**config.mk**
```make
export PLATFORM = sky130hd
export DESIGN_NAME = xeng_acc_sched_flat
export DESIGN_NICKNAME = d
export VERILOG_FILES = /design/src/rtl/xeng_acc_sched_if.sv /design/src/rtl/xeng_acc_sched.sv /design/src/flat_wrapper.sv
export SDC_FILE = /design/constraint.sdc
export NUM_CORES = 1
export LEC_CHECK = 0
export CAP_MARGIN = 20
export CORE_ASPECT_RATIO = 1.25
export CORE_UTILIZATION = 48
export CTS_CLUSTER_SIZE = 10
export DETAILED_ROUTE_END_ITERATION = 10
export GPL_TIMING_DRIVEN = 0
export PLACE_DENSITY = 0.79
export SYNTH_ARGS = -nofsm -noshare
export SYNTH_HDL_FRONTEND = slang
export SYNTH_SLANG_ARGS = --single-unit
```
**constraint.sdc**
```tcl
create_clock -name clk -period 5.3 [get_ports clk]
set_input_delay 1.06 -clock clk [delete_from_list [all_inputs] [get_ports clk]]
set_output_delay 1.06 -clock clk [all_outputs]
set_load 0.02 [all_outputs]
```
**src/rtl/xeng_acc_sched_if.sv**
```systemverilog
// Control/status bundle between the X-engine accumulation scheduler
// and its controller.
interface xeng_acc_sched_if;
    logic        start;
    logic        stop;
    logic [15:0] acc_len;
    logic        data_vld;
    logic        bl_sync;
    logic        bl_en;
    logic        acc_first;
    logic        acc_last;
    logic        dump;
    logic [31:0] acc_cnt;
    logic        busy;

    modport master (
        output start, stop, acc_len, data_vld,
        input  bl_sync, bl_en, acc_first, acc_last, dump, acc_cnt, busy
    );

    modport slave (
        input  start, stop, acc_len, data_vld,
        output bl_sync, bl_en, acc_first, acc_last, dump, acc_cnt, busy
    );
endinterface

```
**src/rtl/xeng_acc_sched.sv**
```systemverilog
// Accumulation scheduler: drives the baseline-order generator and marks
// first/last triangles and the dump cycle of each accumulation.
module xeng_acc_sched #(
    parameter int N_ANTS = 16
) (
    input logic              clk,
    input logic              rst,
    xeng_acc_sched_if.slave  bus
);
    localparam int TRI_LEN = N_ANTS * (N_ANTS / 2 + 1);
    localparam int CW      = $clog2(TRI_LEN);

    typedef enum logic [1:0] {
        IDLE = 2'd0,
        SYNC = 2'd1,
        RUN  = 2'd2
    } state_t;

    state_t      state_q, state_d;
    logic [CW-1:0] cyc_q, cyc_d;
    logic [15:0] tri_q, tri_d;
    logic [15:0] len_q, len_d;
    logic        pend_q, pend_d;
    logic [31:0] acc_q, acc_d;

    logic run, en, cyc_end, tri_end, dump_w;

    assign run     = (state_q == RUN);
    assign en      = run & bus.data_vld;
    assign cyc_end = (cyc_q == CW'(TRI_LEN - 1));
    assign tri_end = (tri_q == len_q - 16'd1);
    assign dump_w  = en & cyc_end & tri_end;

    always_ff @(posedge clk or posedge rst) begin
        if (rst) begin
            state_q <= IDLE;
            cyc_q   <= '0;
            tri_q   <= '0;
            len_q   <= 16'd1;
            pend_q  <= 1'b0;
            acc_q   <= '0;
        end else begin
            state_q <= state_d;
            cyc_q   <= cyc_d;
            tri_q   <= tri_d;
            len_q   <= len_d;
            pend_q  <= pend_d;
            acc_q   <= acc_d;
        end
    end

    always_comb begin
        state_d = state_q;
        cyc_d   = cyc_q;
        tri_d   = tri_q;
        len_d   = len_q;
        pend_d  = pend_q;
        acc_d   = acc_q;
        unique case (state_q)
            IDLE: begin
                if (bus.start) begin
                    state_d = SYNC;
                    len_d   = (bus.acc_len == 16'd0) ? 16'd1 : bus.acc_len;
                    acc_d   = '0;
                    cyc_d   = '0;
                    tri_d   = '0;
                    pend_d  = 1'b0;
                end
            end
            SYNC: state_d = RUN;
            RUN: begin
                if (bus.stop)
                    pend_d = 1'b1;
                if (en) begin
                    cyc_d = cyc_end ? '0 : cyc_q + 1'b1;
                    if (cyc_end)
                        tri_d = tri_end ? 16'd0 : tri_q + 16'd1;
                end
                // A stop arriving on the dump cycle still ends this accumulation
                if (dump_w) begin
                    acc_d  = acc_q + 32'd1;
                    pend_d = 1'b0;
                    if (pend_q | bus.stop)
                        state_d = IDLE;
                end
            end
            default: state_d = IDLE;
        endcase
    end

    assign bus.bl_sync   = (state_q == SYNC);
    assign bus.bl_en     = en;
    assign bus.acc_first = run & (tri_q == 16'd0);
    assign bus.acc_last  = run & tri_end;
    assign bus.dump      = dump_w;
    assign bus.acc_cnt   = acc_q;
    assign bus.busy      = (state_q != IDLE);
endmodule

```
**src/flat_wrapper.sv**
```systemverilog
// flat-port wrapper written by rule: the top's interface ports become plain ports
module xeng_acc_sched_flat 
#(
    parameter int N_ANTS = 16
)
  (clk, rst, bus_start, bus_stop, bus_acc_len, bus_data_vld, bus_bl_sync, bus_bl_en, bus_acc_first, bus_acc_last, bus_dump, bus_acc_cnt, bus_busy);
  xeng_acc_sched_if bus_i ();
  input logic clk;
  input logic rst;
  input wire logic [$bits(bus_i.start)-1:0] bus_start;
  input wire logic [$bits(bus_i.stop)-1:0] bus_stop;
  input wire logic [$bits(bus_i.acc_len)-1:0] bus_acc_len;
  input wire logic [$bits(bus_i.data_vld)-1:0] bus_data_vld;
  output wire logic [$bits(bus_i.bl_sync)-1:0] bus_bl_sync;
  output wire logic [$bits(bus_i.bl_en)-1:0] bus_bl_en;
  output wire logic [$bits(bus_i.acc_first)-1:0] bus_acc_first;
  output wire logic [$bits(bus_i.acc_last)-1:0] bus_acc_last;
  output wire logic [$bits(bus_i.dump)-1:0] bus_dump;
  output wire logic [$bits(bus_i.acc_cnt)-1:0] bus_acc_cnt;
  output wire logic [$bits(bus_i.busy)-1:0] bus_busy;
  assign bus_i.start = bus_start;
  assign bus_i.stop = bus_stop;
  assign bus_i.acc_len = bus_acc_len;
  assign bus_i.data_vld = bus_data_vld;
  assign bus_bl_sync = bus_i.bl_sync;
  assign bus_bl_en = bus_i.bl_en;
  assign bus_acc_first = bus_i.acc_first;
  assign bus_acc_last = bus_i.acc_last;
  assign bus_dump = bus_i.dump;
  assign bus_acc_cnt = bus_i.acc_cnt;
  assign bus_busy = bus_i.busy;
  xeng_acc_sched #(.N_ANTS(N_ANTS)) u_core (.clk(clk), .rst(rst), .bus(bus_i));
endmodule
```
# --- Yosys cells after proc, flatten, opt, wreduce, memory -nomap -nowiden ---
# Cells that the tools add are included.
# W data, S select, Z words.
totals:
  mem_bits_rw: 0
  out_inout_bits: 38
  wordCells: 58
  latch_bits: 0
  in_bits: 21
  mem_bits_ro: 0
  mem_count: 0
  regBits: 75
classes:
  add_sub_neg: 4
  n_mul: 0
  bitwise: 6
  reduce_logical: 11
  n_div: 0
  magnitude_cmp: 0
  mux: 21
  shifts: 0
  eq_ne: 10
op_table:
  columns: ["op", "n"]
  rows:
  - ["$mux W16", 5]
  - ["$mux W32", 2]
  - ["$pmux W32 S2", 1]
  - ["$add A32 B1 Y32 const B", 1]
  - ["$logic_not A16 Y1", 2]
  - ["$pmux W16 S2", 1]
  - ["$mux W8", 3]
  - ["$add A16 B1 Y16 const B", 1]
  - ["$eq A16 B16 Y1", 1]
  - ["$pmux W8 S2", 1]
  - ["$sub A16 B1 Y16 const B", 1]
  - ["$reduce_and A3 Y1", 4]
  - ["$ne A2 B2 Y1 const B", 5]
  - ["$add A8 B1 Y8 const B", 1]
  - ["$eq A8 B8 Y1 const B", 1]
  - ["$mux W2", 3]
  - ["$pmux W2 S3", 1]
  - ["$and A1 B1 Y1", 5]
  - ["$reduce_and A4 Y1", 1]
  - ["$reduce_bool A2 Y1", 2]
  - ["$mux W1", 3]
  - ["$ne A3 B3 Y1 const B", 1]
  - ["$eq A2 B1 Y1 const B", 1]
  - ["$eq A2 B2 Y1 const B", 1]
  - ["other kinds (4)", 4]

# --- Depth between registers and ports, before layout ---
logic_depth:
  word_depth: 6
  depth_mapped: 13
  mapped_depth_nobuf: 10

# --- Least setup slack after synthesis ---
# Ideal clock, no wire load.
synth_timing:
  path_type: "reg-to-output"
  from: "register u_core.len_q[0]"
  to: "output port bus_dump"
  stages_incl_launch_ff: 9
  n_path_buf: 0
  t_arrival_ns: 2.535
  slack_ns: 1.705
  cell_sequence: "dfstp_2 inv_1 ha_1 and2_1 o21a_1 o31a_1 nor4_4 nand4_1 nor3b_1"
synth_between:
  elab_chain_len: 3
synth_lines:
  columns: ["item", "line", "text"]
  rows:
  - ["start: declaration", "xeng_acc_sched.sv:22", "logic [15:0] len_q, len_d;"]
  - ["start signal: assignment", "xeng_acc_sched.sv:46", "len_q <= len_d;"]
  - ["$sub A16 B1 Y16", "xeng_acc_sched.sv:31", "assign tri_end = (tri_q == len_q - 16'd1);"]
  - ["$eq A16 B16 Y1", "xeng_acc_sched.sv:31", null]
  - ["$and A1 B1 Y1", "xeng_acc_sched.sv:32", "assign dump_w = en & cyc_end & tri_end;"]
  - ["end: declaration", "flat_wrapper.sv:18", "output wire logic [$bits(bus_i.dump)-1:0] bus_dump;"]
# No other way between the ends.

# --- Final worst setup path ---
layout_timing:
  from: "register u_core.len_q[1]"
  to: "output port bus_dump"
# The elaborated chain is that of the path after synthesis.

==> results.sh <==
export IMPL_antenna_left=0
export IMPL_yosys_top_cells_count="nand2_1, dfrtp_1, nor2_1, a21oi_1"
export IMPL_min_delay_start="u_core.cyc_q[6]"
export IMPL_yosysSeqAreaShare=0.416
export IMPL_place_gp_congestion=0.888
export IMPL_grt_pass1_wl_um=19900
export IMPL_core_area_um2=9130
export IMPL_arrival_ns=3.81
export IMPL_power_leakage_nw=2.30
export IMPL_synth_nets=533
export IMPL_start_util=0.494
export IMPL_ys_flop_type="dfrtp_1"
export IMPL_firstDrtPassIters=4
export IMPL_ctsResizeCount=0
export IMPL_via_per_inst=5.92
export IMPL_holdPathEnd="u_core.cyc_q[6]"
export IMPL_slew_headroom=0.520
export IMPL_tightest_slew_ns=0.714
export IMPL_cap_violations=0
export IMPL_ys_warn_count=0
export IMPL_htreeDepth=3
export IMPL_tns_ns=0
export IMPL_vias=4183
export IMPL_die_w_um=88.7
export IMPL_post_route_period_util=0.920
export IMPL_cp_max_fo=7
export IMPL_netlist_area_um2=4510
export IMPL_yosys_area_top_type="dfrtp_1"
export IMPL_syn_area_per_cell_um2=8.89
export IMPL_dp_cells=690
export IMPL_regArea_um2=1880
export IMPL_totalWireLength_um=12200
export IMPL_numCtsBuffers=9
export IMPL_rows=39
export IMPL_grt_overflow_total=0
export IMPL_whs_path_depth=1
export IMPL_status="completed"
export IMPL_setup_violations=0
export IMPL_reg2reg_depth=13
export IMPL_grtUsageTotal=0.270
export IMPL_hpwl_um=8710
export IMPL_layout_drive_gt1_share=0.0875
export IMPL_cts_tree="built"
export IMPL_clkSinkCount=75
export IMPL_synth_most_common_cell="nand2_1"
export IMPL_die_area_um2=9790
export IMPL_synth_top_area_frac=0.411
export IMPL_ir_drop_v=0.000220
export IMPL_cp_required_ns=4.24
export IMPL_grt_pass1_vias=4120
export IMPL_fin_util=0.613
export IMPL_wl_per_cell_um=17.3
export IMPL_insertion_delay_ns=0.34
export IMPL_synth_seq_cells=75
export IMPL_r2r_slack_ns=1.83
export IMPL_fmax_mhz=205
export IMPL_grt_max_degree=40
export IMPL_fin_skew_ns=0.00581
export IMPL_async_reset_ff_frac=1.00
export IMPL_busiest_layer="met2"
export IMPL_n_antenna_cell=0
export IMPL_crit_type="reg2out"
export IMPL_drc=0
export IMPL_nets=604
export IMPL_root_buffer="clkbuf_16"
export IMPL_hp_class="reg2reg"
export IMPL_rsz0062_at_grt="false"
export IMPL_end_kind="output pin"
export IMPL_ios=59
export IMPL_r2r_start="u_core.len_q[1]"
export IMPL_cp_start_kind="flip-flop"
export IMPL_multiInputGateArea_um2=2440
export IMPL_use_met2=0.468
export IMPL_cts_setup_buffers=0
export IMPL_synthToLayoutAreaGrowth_pct=24.0
export IMPL_portBuffers=58
export IMPL_antenna_found_initial=0
export IMPL_path_clk_slew_ns=0.06
export IMPL_met3_usage=0.0283
export IMPL_yosys_top_cells_area="dfrtp_1, nand2_1, xor2_1, a21oi_1, xnor2_1"
export IMPL_use_met1=0.325
export IMPL_drt_iter0_markers=281
export IMPL_synthCells=507
export IMPL_finalHoldViolations=0
export IMPL_drv_slew=0
export IMPL_ys_types=62
export IMPL_synth_edff_count=0
export IMPL_min_period_ns=4.87
export IMPL_r2r_end="u_core.bus.acc_cnt[20]"
export IMPL_powerDensity_nw_per_um2=379
export IMPL_cts_buffer_depth=2
export IMPL_n_fill_cell=809
export IMPL_dieHeight_um=110
export IMPL_holdBufCountCts=0
export IMPL_finalNonFillerCells=706
==> cell usage in the layout (no fill, tap or decap), types with 3 or more instances in the layout <==
cell / Yosys / layout
xnor2_1: 14 / 14
o22ai_1: 3 / 3
clkbuf_1: 14 / 14
a211oi_1: 3 / 3
and3_1: 12 / 12
nand2b_1: 5 / 5
o21ai_1: 8 / 8
o21ai_0: 20 / 20
clkdlybuf4s50_1: 0 / 58
o21a_1: 3 / 3
or2_2: 5 / 5
nor2b_1: 6 / 6
a21oi_1: 26 / 26
xor2_1: 20 / 20
nor3b_1: 3 / 3
nand4_1: 19 / 19
o31ai_1: 12 / 12
ha_1: 5 / 5
nor4_1: 9 / 9
nand2_1: 76 / 76
inv_1: 18 / 17
or3_1: 14 / 14
or4_1: 11 / 11
nor3_1: 11 / 11
and2_1: 8 / 8
nor2_1: 30 / 30
clkbuf_16: 0 / 9
nand3_1: 18 / 18
buf_2: 4 / 4
clkbuf_8: 0 / 3
mux2i_1: 5 / 5
buf_6: 4 / 4
dfrtp_1: 74 / 74
and4_1: 6 / 6
==> worst max-delay path: stages (launching register included) <==
cell	delay (ns)
dfrtp_1	0.42
inv_1	0.09
ha_1	0.20
or3b_2	0.45
clkbuf_1	0.20
nor3_1	0.30
nand3b_1	0.18
xnor2_2	0.26
nand4_1	0.15
nor3b_1	0.52
clkdlybuf4s50_1	0.71
==> stage by stage <==
step	cell area [µm²]	power (mW)	setup WS [ns]	hold WS (ns)
global placement	5240	1.45	0.582	0.485
finish	5590	2.12	0.425	0.513
global route	5590	2.24	0.207	0.536
CTS	5590	2.12	0.455	0.504
floorplan	4510	1.26	1.71	0.461
detailed placement	5280	1.48	0.524	0.496
==> power breakdown <==
part           internal [mW]  switching, mW  leakage [nW]  total (mW)
clock                  0.401          0.237         0.155       0.639
sequential             0.652         0.0988          1.01       0.750
combinational          0.275          0.458          1.13       0.733
==> kinds of logic after synthesis <==
family / Yosys count / synth area share
compound gates: 97 / 0.141
xor+xnor: 35 / 0.0696
fa+ha+maj: 5 / 0.0139
buf+inv: 41 / 0.0419
flops: 75 / 0.416
mux: 6 / 0.0136
simple gates: 248 / 0.304
==> flip-flops by register name, summed over array words and instances, names as in the netlist <==
| name | flops |
|---|---|
| u_core.bus.acc_cnt | 32 |
| u_core.len_q | 16 |
| u_core.tri_q | 16 |
| u_core.cyc_q | 8 |
| u_core.state_q | 2 |
| u_core.pend_q | 1 |
==> how the worst max path moves through the flow <==
stage | startpoint | to | slack (ns) | depth (start not counted)
after global routing | u_core.len_q[1] | bus_dump | 0.21 | 10
after CTS | u_core.len_q[1] | bus_dump | 0.46 | 10
after detailed placement | bus_data_vld | bus_dump | 0.52 | 6
after global placement | bus_data_vld | bus_dump | 0.58 | 6
after floorplan | u_core.len_q[0] | bus_dump | 1.71 | 8
final | u_core.len_q[1] | bus_dump | 0.43 | 10
==> layer usage <==
| layer | share of wire | wire length [µm] | up-vias |
|---|---|---|---|
| li1 | - | - | 1977 |
| met1 | 0.41 | 5000 | 2040 |
| met2 | 0.52 | 6350 | 137 |
| met3 | 0.041 | 504 | 29 |
| met4 | 0.031 | 376 | 0 |
| met5 | 0 | 0 | - |
==> cell type report <==
| cell class | count | area share |
|---|---|---|
| repair buffers | 60 | 0.109 |
| clock inverters | 4 | 0.00850 |
| multi-input cells | 391 | 0.437 |
| well taps | 123 | 0.0275 |
| inverters | 19 | 0.0132 |
| clock buffers | 12 | 0.0477 |
| flip-flops and latches | 75 | 0.336 |
| plain buffers | 22 | 0.0210 |
No activity file was read; power rests on OpenSTA's default activity.
